==> config.mk <==
export PLATFORM = sky130hd
export DESIGN_NAME = rv32_mem_flat
export DESIGN_NICKNAME = d
export VERILOG_FILES = /design/src/rtl/rv32_mem_pkg.sv /design/src/rtl/rv32_mem_if.sv /design/src/rtl/rv32_mem_align.sv /design/src/rtl/rv32_mem.sv /design/src/flat_wrapper.sv
export SDC_FILE = /design/constraint.sdc
export NUM_CORES = 1
export LEC_CHECK = 0
export CORE_MARGIN = 5
export CORE_UTILIZATION = 36
export CTS_CLUSTER_DIAMETER = 150
export DETAILED_ROUTE_END_ITERATION = 8
export GPL_ROUTABILITY_DRIVEN = 0
export PLACE_DENSITY_LB_ADDON = 0.15
export SLEW_MARGIN = 30
export SYNTH_ARGS = -nofsm -noshare
export SYNTH_HDL_FRONTEND = slang
export SYNTH_HIERARCHICAL = 1
export SYNTH_SLANG_ARGS = --single-unit
==> constraint.sdc <==
create_clock -name clk -period 1.76 [get_ports clk]
set_input_delay 0.44 -clock clk [delete_from_list [all_inputs] [get_ports clk]]
set_output_delay 0.44 -clock clk [all_outputs]
set_load 0.02 [all_outputs]
==> src/rtl/rv32_mem_pkg.sv <==
// -----------------------------------------------------------------------------
// rv32_mem_pkg
// Shared constants and types for the RV32 memory-access stage:
//   - branch-op encodings driven by the execute stage
//   - load/store width encodings
//   - memory-access FSM state enum
// -----------------------------------------------------------------------------
package rv32_mem_pkg;

  localparam logic [1:0] RV32_BRANCH_OP_NEVER    = 2'd0;
  localparam logic [1:0] RV32_BRANCH_OP_ZERO     = 2'd1;
  localparam logic [1:0] RV32_BRANCH_OP_NON_ZERO = 2'd2;
  localparam logic [1:0] RV32_BRANCH_OP_ALWAYS   = 2'd3;

  localparam logic [1:0] RV32_MEM_WIDTH_BYTE = 2'd0;
  localparam logic [1:0] RV32_MEM_WIDTH_HALF = 2'd1;
  localparam logic [1:0] RV32_MEM_WIDTH_WORD = 2'd2;

  // ACCESS: bus request follows the execute-stage controls.
  // DONE:   access finished while the pipeline was stalled; data is held.
  typedef enum logic {
    ACCESS = 1'b0,
    DONE   = 1'b1
  } mem_state_e;

endpackage

==> src/rtl/rv32_mem_if.sv <==
// -----------------------------------------------------------------------------
// rv32_mem_if
// Data-bus interface between the memory-access stage (master) and the data
// memory / bus slave (slave).
//   data_address_out      word-aligned byte address
//   data_read_out         read request
//   data_write_out        write request
//   data_write_mask_out   byte strobes, bit n enables byte lane n
//   data_write_value_out  lane-aligned store data
//   data_read_value_in    read data returned by the slave
//   data_ready_in         access completes this cycle
// -----------------------------------------------------------------------------
interface rv32_mem_if;

  logic [31:0] data_address_out;
  logic        data_read_out;
  logic        data_write_out;
  logic [3:0]  data_write_mask_out;
  logic [31:0] data_write_value_out;
  logic [31:0] data_read_value_in;
  logic        data_ready_in;

  modport master (
    output data_address_out, data_read_out, data_write_out,
           data_write_mask_out, data_write_value_out,
    input  data_read_value_in, data_ready_in
  );

  modport slave (
    input  data_address_out, data_read_out, data_write_out,
           data_write_mask_out, data_write_value_out,
    output data_read_value_in, data_ready_in
  );

endinterface

==> src/rtl/rv32_mem_align.sv <==
// -----------------------------------------------------------------------------
// rv32_mem_align
// Purely combinational byte-lane logic for the memory stage.
//   i_width        0=byte, 1=half, 2=word (3 is treated as word)
//   i_off          low address bits (byte offset within the word)
//   i_zero_extend  1: zero-extend loads, 0: sign-extend
//   i_store_data   rs2 value to be stored
//   i_load_data    raw word returned by the bus
//   o_mask         byte strobes for the store
//   o_store_value  store data replicated onto every candidate lane
//   o_load_value   extracted and extended load result
// -----------------------------------------------------------------------------
module rv32_mem_align
  import rv32_mem_pkg::*;
(
  input  logic [1:0]  i_width,
  input  logic [1:0]  i_off,
  input  logic        i_zero_extend,
  input  logic [31:0] i_store_data,
  input  logic [31:0] i_load_data,
  output logic [3:0]  o_mask,
  output logic [31:0] o_store_value,
  output logic [31:0] o_load_value
);

  logic [7:0]  w_byte;
  logic [15:0] w_half;

  // Halfwords only use off[1]; off[0] is truncated for misaligned accesses.
  assign w_byte = i_load_data[{i_off, 3'b000} +: 8];
  assign w_half = i_off[1] ? i_load_data[31:16] : i_load_data[15:0];

  always_comb begin
    // NOTE: every output gets a default before the case so no path leaves it
    // unassigned; otherwise synthesis infers a latch.
    o_mask        = 4'b1111;
    o_store_value = i_store_data;
    o_load_value  = i_load_data;
    unique case (i_width)
      RV32_MEM_WIDTH_BYTE: begin
        o_mask        = 4'b0001 << i_off;
        o_store_value = {4{i_store_data[7:0]}};
        o_load_value  = {{24{~i_zero_extend & w_byte[7]}}, w_byte};
      end
      RV32_MEM_WIDTH_HALF: begin
        o_mask        = i_off[1] ? 4'b1100 : 4'b0011;
        o_store_value = {2{i_store_data[15:0]}};
        o_load_value  = {{16{~i_zero_extend & w_half[15]}}, w_half};
      end
      default: ;
    endcase
  end

endmodule

==> src/rtl/rv32_mem.sv <==
// -----------------------------------------------------------------------------
// rv32_mem
// RV32 memory-access stage. Consumes the registered execute-stage outputs,
// drives the data bus for loads/stores, resolves branches and registers the
// writeback-stage inputs. No functional parameters.
//
// Ports:
//   clk, reset_n          clock, asynchronous active-low reset
//   stall_in / flush_in   hazard unit: hold outputs / register a bubble
//   mem_*_in              access type, width and load extension
//   branch_op_in          branch condition (see rv32_mem_pkg)
//   rd_in, rd_write_in    destination register
//   result_in             ALU result / effective address
//   rs2_value_in          store data
//   branch_pc_in          branch target
//   bus                   data bus (rv32_mem_if.master)
//   stall_out             bus access outstanding (combinational)
//   branch_taken_out      branch decision (combinational)
//   branch_pc_out         branch target pass-through
//   rd_out, rd_write_out, rd_value_out   registered writeback inputs
//
// Optional feature, macro RV32_MEM_MISALIGN_TRAP_EN: adds misaligned_out and
// suppresses misaligned accesses instead of truncating the address.
// -----------------------------------------------------------------------------
module rv32_mem
  import rv32_mem_pkg::*;
(
  input  logic              clk,
  input  logic              reset_n,
  input  logic              stall_in,
  input  logic              flush_in,
  input  logic              mem_read_in,
  input  logic              mem_write_in,
  input  logic [1:0]        mem_width_in,
  input  logic              mem_zero_extend_in,
  input  logic [1:0]        branch_op_in,
  input  logic [4:0]        rd_in,
  input  logic              rd_write_in,
  input  logic [31:0]       result_in,
  input  logic [31:0]       rs2_value_in,
  input  logic [31:0]       branch_pc_in,
  rv32_mem_if.master        bus,
  output logic              stall_out,
  output logic              branch_taken_out,
  output logic [31:0]       branch_pc_out,
  output logic [4:0]        rd_out,
  output logic              rd_write_out,
  output logic [31:0]       rd_value_out
`ifdef RV32_MEM_MISALIGN_TRAP_EN
  ,
  output logic              misaligned_out
`endif
);

  mem_state_e  r_state;
  mem_state_e  w_state_next;
  logic [31:0] r_hold_value;
  logic [31:0] w_load_extract;
  logic [31:0] w_load_value;
  logic [1:0]  w_off;
  logic        w_misaligned;
  logic        w_mem_op;
  logic        w_update;

  assign w_off = result_in[1:0];

`ifdef RV32_MEM_MISALIGN_TRAP_EN
  assign w_misaligned = (mem_read_in | mem_write_in) &
                        (((mem_width_in == RV32_MEM_WIDTH_HALF) & w_off[0]) |
                         ((mem_width_in == RV32_MEM_WIDTH_WORD) & (w_off != 2'b00)));
  assign misaligned_out = w_misaligned;
`else
  assign w_misaligned = 1'b0;
`endif

  // A misaligned access (trap build only) behaves as if no bus access exists.
  assign w_mem_op = (mem_read_in | mem_write_in) & ~w_misaligned;

  rv32_mem_align u_align (
    .i_width       (mem_width_in),
    .i_off         (w_off),
    .i_zero_extend (mem_zero_extend_in),
    .i_store_data  (rs2_value_in),
    .i_load_data   (bus.data_read_value_in),
    .o_mask        (bus.data_write_mask_out),
    .o_store_value (bus.data_write_value_out),
    .o_load_value  (w_load_extract)
  );

  assign bus.data_address_out = {result_in[31:2], 2'b00};

  // Branch resolution does not depend on the stall state.
  assign branch_taken_out = (branch_op_in == RV32_BRANCH_OP_ALWAYS) |
                            ((branch_op_in == RV32_BRANCH_OP_ZERO)     & (result_in == 32'd0)) |
                            ((branch_op_in == RV32_BRANCH_OP_NON_ZERO) & (result_in != 32'd0));
  assign branch_pc_out    = branch_pc_in;

  // ---------------- FSM: state register ----------------
  always_ff @(posedge clk or negedge reset_n) begin
    // NOTE: sequential state uses non-blocking assignments so every register
    // samples pre-edge values regardless of process ordering.
    if (!reset_n) r_state <= ACCESS;
    else          r_state <= w_state_next;
  end

  // ---------------- FSM: next state ----------------
  always_comb begin
    w_state_next = r_state;
    unique case (r_state)
      ACCESS:  if (w_mem_op && bus.data_ready_in && stall_in) w_state_next = DONE;
      DONE:    if (!stall_in) w_state_next = ACCESS;
      default: w_state_next = ACCESS;
    endcase
  end

  // ---------------- FSM: outputs ----------------
  // In DONE the access has already completed, so the request is dropped even
  // though the execute stage still presents the same controls.
  always_comb begin
    bus.data_read_out  = 1'b0;
    bus.data_write_out = 1'b0;
    stall_out          = 1'b0;
    if (r_state == ACCESS) begin
      bus.data_read_out  = mem_read_in  & ~w_misaligned;
      bus.data_write_out = mem_write_in & ~w_misaligned;
      stall_out          = w_mem_op & ~bus.data_ready_in;
    end
  end

  // Load data captured when the access completes under an external stall;
  // the bus is free to change its read data afterwards.
  always_ff @(posedge clk or negedge reset_n) begin
    if (!reset_n) begin
      r_hold_value <= 32'd0;
    end else if ((r_state == ACCESS) && w_mem_op && bus.data_ready_in && stall_in) begin
      r_hold_value <= w_load_extract;
    end
  end

  assign w_load_value = (r_state == DONE) ? r_hold_value : w_load_extract;
  assign w_update     = ~stall_in & ~stall_out;

  // ---------------- writeback registers ----------------
  always_ff @(posedge clk or negedge reset_n) begin
    if (!reset_n) begin
      rd_out       <= 5'd0;
      rd_write_out <= 1'b0;
      rd_value_out <= 32'd0;
    end else if (w_update) begin
      rd_out       <= rd_in;
      rd_write_out <= rd_write_in & ~flush_in & ~w_misaligned;
      rd_value_out <= mem_read_in ? w_load_value : result_in;
    end
  end

endmodule

==> src/flat_wrapper.sv <==
// flat-port wrapper written by rule: the top's interface ports become plain ports
module rv32_mem_flat import rv32_mem_pkg::*;
  (clk, reset_n, stall_in, flush_in, mem_read_in, mem_write_in, mem_width_in, mem_zero_extend_in, branch_op_in, rd_in, rd_write_in, result_in, rs2_value_in, branch_pc_in, stall_out, branch_taken_out, branch_pc_out, rd_out, rd_write_out, rd_value_out, bus_data_address_out, bus_data_read_out, bus_data_write_out, bus_data_write_mask_out, bus_data_write_value_out, bus_data_read_value_in, bus_data_ready_in);
  rv32_mem_if bus_i ();
  input  logic clk;
  input  logic reset_n;
  input  logic stall_in;
  input  logic flush_in;
  input  logic mem_read_in;
  input  logic mem_write_in;
  input  logic [1:0] mem_width_in;
  input  logic mem_zero_extend_in;
  input  logic [1:0] branch_op_in;
  input  logic [4:0] rd_in;
  input  logic rd_write_in;
  input  logic [31:0] result_in;
  input  logic [31:0] rs2_value_in;
  input  logic [31:0] branch_pc_in;
  output logic stall_out;
  output logic branch_taken_out;
  output logic [31:0] branch_pc_out;
  output logic [4:0] rd_out;
  output logic rd_write_out;
  output logic [31:0] rd_value_out;
  output wire logic [$bits(bus_i.data_address_out)-1:0] bus_data_address_out;
  output wire logic [$bits(bus_i.data_read_out)-1:0] bus_data_read_out;
  output wire logic [$bits(bus_i.data_write_out)-1:0] bus_data_write_out;
  output wire logic [$bits(bus_i.data_write_mask_out)-1:0] bus_data_write_mask_out;
  output wire logic [$bits(bus_i.data_write_value_out)-1:0] bus_data_write_value_out;
  input wire logic [$bits(bus_i.data_read_value_in)-1:0] bus_data_read_value_in;
  input wire logic [$bits(bus_i.data_ready_in)-1:0] bus_data_ready_in;
  assign bus_data_address_out = bus_i.data_address_out;
  assign bus_data_read_out = bus_i.data_read_out;
  assign bus_data_write_out = bus_i.data_write_out;
  assign bus_data_write_mask_out = bus_i.data_write_mask_out;
  assign bus_data_write_value_out = bus_i.data_write_value_out;
  assign bus_i.data_read_value_in = bus_data_read_value_in;
  assign bus_i.data_ready_in = bus_data_ready_in;
  rv32_mem u_core (.clk(clk), .reset_n(reset_n), .stall_in(stall_in), .flush_in(flush_in), .mem_read_in(mem_read_in), .mem_write_in(mem_write_in), .mem_width_in(mem_width_in), .mem_zero_extend_in(mem_zero_extend_in), .branch_op_in(branch_op_in), .rd_in(rd_in), .rd_write_in(rd_write_in), .result_in(result_in), .rs2_value_in(rs2_value_in), .branch_pc_in(branch_pc_in), .bus(bus_i), .stall_out(stall_out), .branch_taken_out(branch_taken_out), .branch_pc_out(branch_pc_out), .rd_out(rd_out), .rd_write_out(rd_write_out), .rd_value_out(rd_value_out));
endmodule
==> results of run 1 <==
[state kept, by name, indices dropped and copies added (netlist names)]
signal / cells
u_core/r_state: 1
u_core/rd_value_out: 32
u_core/rd_write_out: 1
u_core/r_hold_value: 32
u_core/rd_out: 5
[final cells by class]
class	instances	area (sq um)	share of cell area, %
repair buffers	343	3359	37.76
multi-input cells	361	3237	36.38
flip-flops and latches	71	1778	19.98
well taps	184	230.2	2.588
clock buffers	9	225.2	2.531
clock inverters	7	48.80	0.5484
inverters	4	18.77	0.2109
[per-stage QoR]
step	util (%)	setup TNS (ps)	worst slack [ps]	cell area, sq um	cells
after floorplan	-	-157.8	-26.30	5261	550
after global placement	52.53	-82610	-1305	7577	920
after detailed placement	52.53	-84400	-1278	7577	920
after CTS	57.04	-2764	-429.0	8228	947
after global routing	61.68	-5319	-497.3	8897	979
final	61.68	-3095	-464.8	8897	979
[power by group through the flow]
stage | Clock [mW] | Sequential [mW] | Combinational (mW)
finish | 1.68 | 2.21 | 2.87
global placement | 0 | 2.20 | 2.53
global route | 1.77 | 2.25 | 3.05
detailed placement | 0 | 2.22 | 2.55
CTS | 1.71 | 2.20 | 2.65
floorplan | 0 | 2.37 | 1.31
[cell usage after synthesis]
library cell | n | share of area, %
o21ai_0 | 69 | 6.6
o221ai_1 | 8 | 1.3
a21o_1 | 1 | 0.14
o22ai_1 | 16 | 1.9
dfrtp_1 | 71 | 34
mux2_4 | 37 | 11
o21bai_2 | 1 | 0.21
or2_1 | 1 | 0.12
buf_6 | 10 | 2.1
or2_2 | 1 | 0.12
nor4_1 | 8 | 0.95
mux2i_1 | 48 | 9.2
nor3_1 | 1 | 0.095
nand2b_1 | 1 | 0.12
and4b_1 | 1 | 0.19
inv_1 | 4 | 0.29
buf_1 | 3 | 0.21
buf_4 | 73 | 10
a221o_1 | 7 | 1.3
nor2b_1 | 21 | 2.5
buf_2 | 12 | 1.1
o31ai_4 | 1 | 0.41
clkbuf_1 | 16 | 1.1
and2_1 | 1 | 0.12
nand2_1 | 81 | 5.8
a31oi_4 | 1 | 0.41
a311oi_1 | 1 | 0.17
o211a_1 | 1 | 0.19
o21bai_1 | 3 | 0.43
nor2_1 | 11 | 0.79
nand4_1 | 2 | 0.24
conb_1 | 1 | 0.072
or3b_1 | 1 | 0.17
nor3_2 | 1 | 0.19
mux2_2 | 20 | 4.3
o21ai_1 | 5 | 0.48
a22oi_4 | 1 | 0.41
a22oi_1 | 8 | 1.1
[critical path: cells and delay by family]
family | cells | cell delay [ps]
buffers and inverters | 2 | 420
muxes | 1 | 320
and+or+nand+nor | 3 | 600
[worst min path at each step]
stage,slack (ps),cells past startpoint,endpoint,startpoint
2_1_floorplan,140,0,u_core/r_hold_value[0],reset_n
4_1_cts,20,1,u_core/rd_out[4],reset_n
3_5_place_dp,390,1,u_core/rd_out[4],reset_n
3_3_place_gp,380,1,u_core/rd_out[4],reset_n
5_1_grt,40,1,u_core/rd_out[4],reset_n
6_report,20,1,u_core/rd_out[3],reset_n
[routing by layer]
layer	up-vias	track usage (%)
li1	2358	-
met1	2405	25.92
met3	43	5.569
met4	0	7.260
met5	-	0
met2	212	34.79
[what timing repair did]
| item | 4_1_cts | 5_1_grt |
|---|---|---|
| gates cloned | 4 | 1 |
| setup endpoints to repair | 146 | 80 |
| resized for setup | 394 | 131 |
| buffers inserted | 7 | 34 |
| pin swaps | 23 | 45 |
| hold endpoints to repair | 0 | 0 |
[cell families (layout without fill, tap and decap cells)]
family	count (synthesis)	after routing	share of synthesized area, %
mux	105	105	24.06
other cells	1	2	0.07155
simple gates	131	131	11.41
compound gates	123	123	15.16
buf+inv	118	363	15.40
flops	71	71	33.90
==> metrics.txt, run 1 <==
Residual DRC=0; Switch Pwr=around 2.3 mW; Comb pwr share=between 40% and 50%; final hold viol count=0; H-tree levels=3; DRT Pass-1 Iters=5; fmax=between 400 and 500 MHz; Critical Path, Cell by Cell=dlygate4sd2_1 -> nor4_4 -> nand4_1 -> nor2_1 -> mux2_4 -> buf_6; fillers=~1200; Min-Delay Path Class=primary input to asynchronous set/reset pin; die footprint=around 17000 sq um; IO Count=288; worst reg2reg startpoint=u_core/r_state; Peak VDD IR=~500 uV; Total Nets Final=roughly 940; Seq pwr share=between 30 and 40%; DR vias=5018; Hold Slack=about 22 ps; CTS max path bufs=2; Core Region=14420 sq um; status=complete, but fails checks; Sink Count=roughly 70; Via density=about 5; wire length on met2=around 9800 um; DR iter-0 viols=274; Die Ht=between 100 and 150 um; Root Buffer=clkbuf_16; pwr dens=roughly 760 nW/um^2; most frequent cells in the layout=buf_4 (89), nand2_1 (81), clkdlybuf4s50_1 (71); slowest CP cell=nor4_4; total gr overflow=0; sw frac=between 30% and 40%; Critical Path End=branch_taken_out; initial core utilization=a little over a third; initial antenna violation count=0; required time worst endpoint=about 1300 ps; Top Metal Used=met4; Overall Power=roughly 6.8 mW; Clock transition at path regs=roughly 60 ps; FF-to-FF path depth=5; worst r2r dst=u_core/r_hold_value[31]; failing checks=negative setup slack; Netlist cell types=38; Max-cap violations=0; layout cell share with drive strength beyond 1=39.75%; drt total wl=19530 um; Die Wd=between 100 and 150 um; Crit path arrival time=between 1500 and 2000 ps; CTS tree=done; Synthesis Warnings=6; Worst Setup SP=result_in[12]; max-slew violations=0; area grow syn2layout=69.75%; Final Setup Violations=44; Seq/Total Area, Yosys=between 30% and 40%; Num CTS Buffers=9; # diodes=0; leakage power=4.212 nW; Internal Pwr Total=4.455 mW; Critical Path Sink Type=output port; RSZ-0062 raised after global routing=yes; Relative slew margins=between 50% and 60%; Worst Clk Skew=~4.6 ps; CP Class=primary input to output port; Antenna Violating Nets Remaining=0; # rows=44; worst-path fanout max=2; CTS Hold Bufs=0; Final Critical Period=2225 ps; Worst-Skew Late Latency=330 ps; dpl hpwl=14000 um; first-pass GRT wire length=around 28000 um; PnR worst setup slack=-464.8 ps; commonest non-fill, non-tap cell in the layout=buf_4; syn_area_per_cell=roughly 9.5 sq um; Max stage delay on crit path=roughly 320 ps; count of state elements after synthesis=71; pin count of the biggest net entering global routing=58; Port Buffers=about 220; Clk pwr share=24.9%; vias in the first global route=4875; R2R Setup Slk=around 110 ps; gr usage total=20.79%; met1 wire length=just under 8000 um; cells after synthesis=549; Tcrit/Tclk final=126.4%; Synth Cell Area=about 5200 sq um; startpoint types=primary input; Worst-Margin Slew=between 700 and 800 ps; wire per inst=around 20 um; DR WL met3=between 1000 and 1500 um
Power figures use the tool's default switching activity.
==> inputs of run 2 (changes only) <==
--- a/config.mk
+++ b/config.mk
@@ -5,6 +5,7 @@
 export SDC_FILE = /design/constraint.sdc
 export NUM_CORES = 1
 export LEC_CHECK = 0
+export CAP_MARGIN = 10
 export CORE_MARGIN = 5
 export CORE_UTILIZATION = 36
 export CTS_CLUSTER_DIAMETER = 150
==> results of run 2 <==
The final DEF is identical to that of run 1; final timing and power are the same.
==> inputs of run 3 (changes only) <==
--- a/config.mk
+++ b/config.mk
@@ -5,9 +5,9 @@
 export SDC_FILE = /design/constraint.sdc
 export NUM_CORES = 1
 export LEC_CHECK = 0
-export CAP_MARGIN = 10
+export CAP_MARGIN = 20
 export CORE_MARGIN = 5
-export CORE_UTILIZATION = 36
+export CORE_UTILIZATION = 43
 export CTS_CLUSTER_DIAMETER = 150
 export DETAILED_ROUTE_END_ITERATION = 8
 export GPL_ROUTABILITY_DRIVEN = 0
==> constraint.sdc (replaced) <==
create_clock -name clk -period 2.6 [get_ports clk]
set_input_delay 0.65 -clock clk [delete_from_list [all_inputs] [get_ports clk]]
set_output_delay 0.65 -clock clk [all_outputs]
set_load 0.02 [all_outputs]
==> metrics.txt, run 3 (same netlist as run 1, synthesis figures left out) <==
Crit path arrival time=about 2000 ps; fmax=about 380 MHz; vias in the first global route=~4800; CTS Hold Bufs=0; Clock transition at path regs=around 60 ps; initial antenna violation count=0; Hold Slack=between 200 and 300 ps; Max stage delay on crit path=between 300 and 400 ps; Antenna Violating Nets Remaining=0; # rows=40; Num CTS Buffers=9; status=complete, but fails checks; wire per inst=19.17 um; Max-cap violations=0; IO Count=about 290; worst-path fanout max=2; Worst Setup SP=result_in[29]; dpl hpwl=about 13000 um; RSZ-0062 raised after global routing=yes; Via density=5.317; failing checks=negative setup slack; Final Setup Violations=1; Die Wd=120.4 um; fin util=about two thirds; CTS tree=done; commonest non-fill, non-tap cell in the layout=clkdlybuf4s50_1; Relative slew margins=approximately 60%; area grow syn2layout=48.05%; Tcrit/Tclk final=101.2%; final hold viol count=0; Core Region=11960 sq um; Root Buffer=clkbuf_16; placed cells=866; CP Class=primary input to output port; Residual DRC=0; CTS max path bufs=2; Final Critical Period=2630 ps; Peak VDD IR=297.8 uV; worst reg2reg startpoint=u_core/r_state; total gr overflow=0; max-slew violations=0; drt total wl=16910 um; Sink Count=roughly 70; Worst-Skew Late Latency=~330 ps; Overall Power=approximately 4.4 mW; die footprint=approximately 14000 sq um; pin count of the biggest net entering global routing=between 60 and 70; most frequent cells in the layout=clkdlybuf4s50_1 (154), nand2_1 (81), dfrtp_1 (70); layout cell share with drive strength beyond 1=23.95%; DR vias=roughly 4700; startpoint types=primary input; Worst-Margin Slew=between 500 and 600 ps; Critical Path, Cell by Cell=buf_8 -> nor4_4 -> buf_4 -> nand4_1 -> nor2_2 -> mux2_4 -> buf_6; initial core utilization=43.82%; DR iter-0 viols=approximately 280; Die Ht=120.4 um; slowest CP cell=mux2_4; # diodes=0; Critical Path Sink Type=output port; first-pass GRT wire length=about 26000 um; Min-Delay Path Class=primary input to asynchronous set/reset pin; Port Buffers=between 200 and 250; final cell count without fillers=between 800 and 900; biggest regs=u_core/r_hold_value: 32 flops, u_core/rd_value_out: 32 flops, u_core/rd_out: 5 flops; DRT Pass-1 Iters=4; gr usage total=22.19%; Worst Clk Skew=between 7 and 8 ps; PnR worst setup slack=-30.20 ps; required time worst endpoint=just under 2000 ps; Total Nets Final=between 800 and 900; H-tree levels=3; pwr dens=roughly 570 nW/um^2; leakage power=approximately 3.5 nW
run 3: changes by cell type in the layout (fill, tap and decap cells not counted), sizes merged, moves of 4 or more:
| cell | previous run | this run |
|---|---|---|
| dlymetal6s2s | 28 | 15 |
| clkbuf | 13 | 23 |
| clkinvlp | 5 | 1 |
| dlygate4sd2 | 66 | 26 |
| clkdlybuf4s50 | 71 | 154 |
| buf | 168 | 71 |
run 3: repair_timing:
action / in CTS / in global routing
setup buffers: 0 / 1
resized for setup: 79 / 61
pin swaps: 7 / 11
endpoints found under the setup margin: 37 / 7
run 3: final timing paths:
| check | endpoint | slack [ps] | cells past startpoint |
|---|---|---|---|
| max | branch_taken_out | -30 | 7 |
| max in group asynchronous | u_core/rd_value_out[12] | 1640 | 2 |
| min | u_core/rd_out[0] | 280 | 1 |
| max reg2reg | u_core/rd_out[1] | 720 | 4 |
| min in group clk | u_core/rd_value_out[31] | 480 | 2 |
| min reg2reg | u_core/rd_value_out[31] | 480 | 2 |
run 3: per-stage QoR:
stage          cell area (sq um)  setup TNS [ps]  setup slack (ps)
6_report                    7760          -30.20            -30.20
5_1_grt                     7760          -68.37            -68.37
4_1_cts                     7722          -170.5            -170.5
3_5_place_dp                7391          -20610            -959.1
3_3_place_gp                7391          -19160            -953.4
2_1_floorplan               5245               0             384.1
run 3: layer usage:
metal | part of all wire (%) | GRT usage (%) | wire length (um) | vias to the layer above
met1 | 40 | 27.56 | 6763 | 2223
met2 | 49 | 36.92 | 8293 | 211
met3 | 8.3 | 5.800 | 1399 | 33
li1 | - | - | - | 2223
met5 | 0 | 0 | 0 | -
met4 | 2.7 | 8.569 | 450 | 0
run 3: final cells by class:
class | instances | area (sq um)
Fill cell | 982 | 4202
Clock buffer | 9 | 225.2
Clock inverter | 6 | 86.33
Timing Repair Buffer | 284 | 2708
Inverter | 4 | 15.01
Tap cell | 147 | 183.9
Sequential cell | 71 | 1778
Multi-Input combinational cell | 361 | 2764
run 3: worst max-delay path, delay by kind of cell:
| kind | cells | cell delay (ps) |
|---|---|---|
| and+or+nand+nor | 3 | 630 |
| buffers and inverters | 3 | 390 |
| muxes | 1 | 310 |
run 3: power by group:
part           internal (mW)  switching, mW  leakage, nW
logic                  0.881          0.788         2.51
clock network          0.832          0.458        0.151
registers               1.35          0.132        0.859
total                   3.06           1.38         3.52
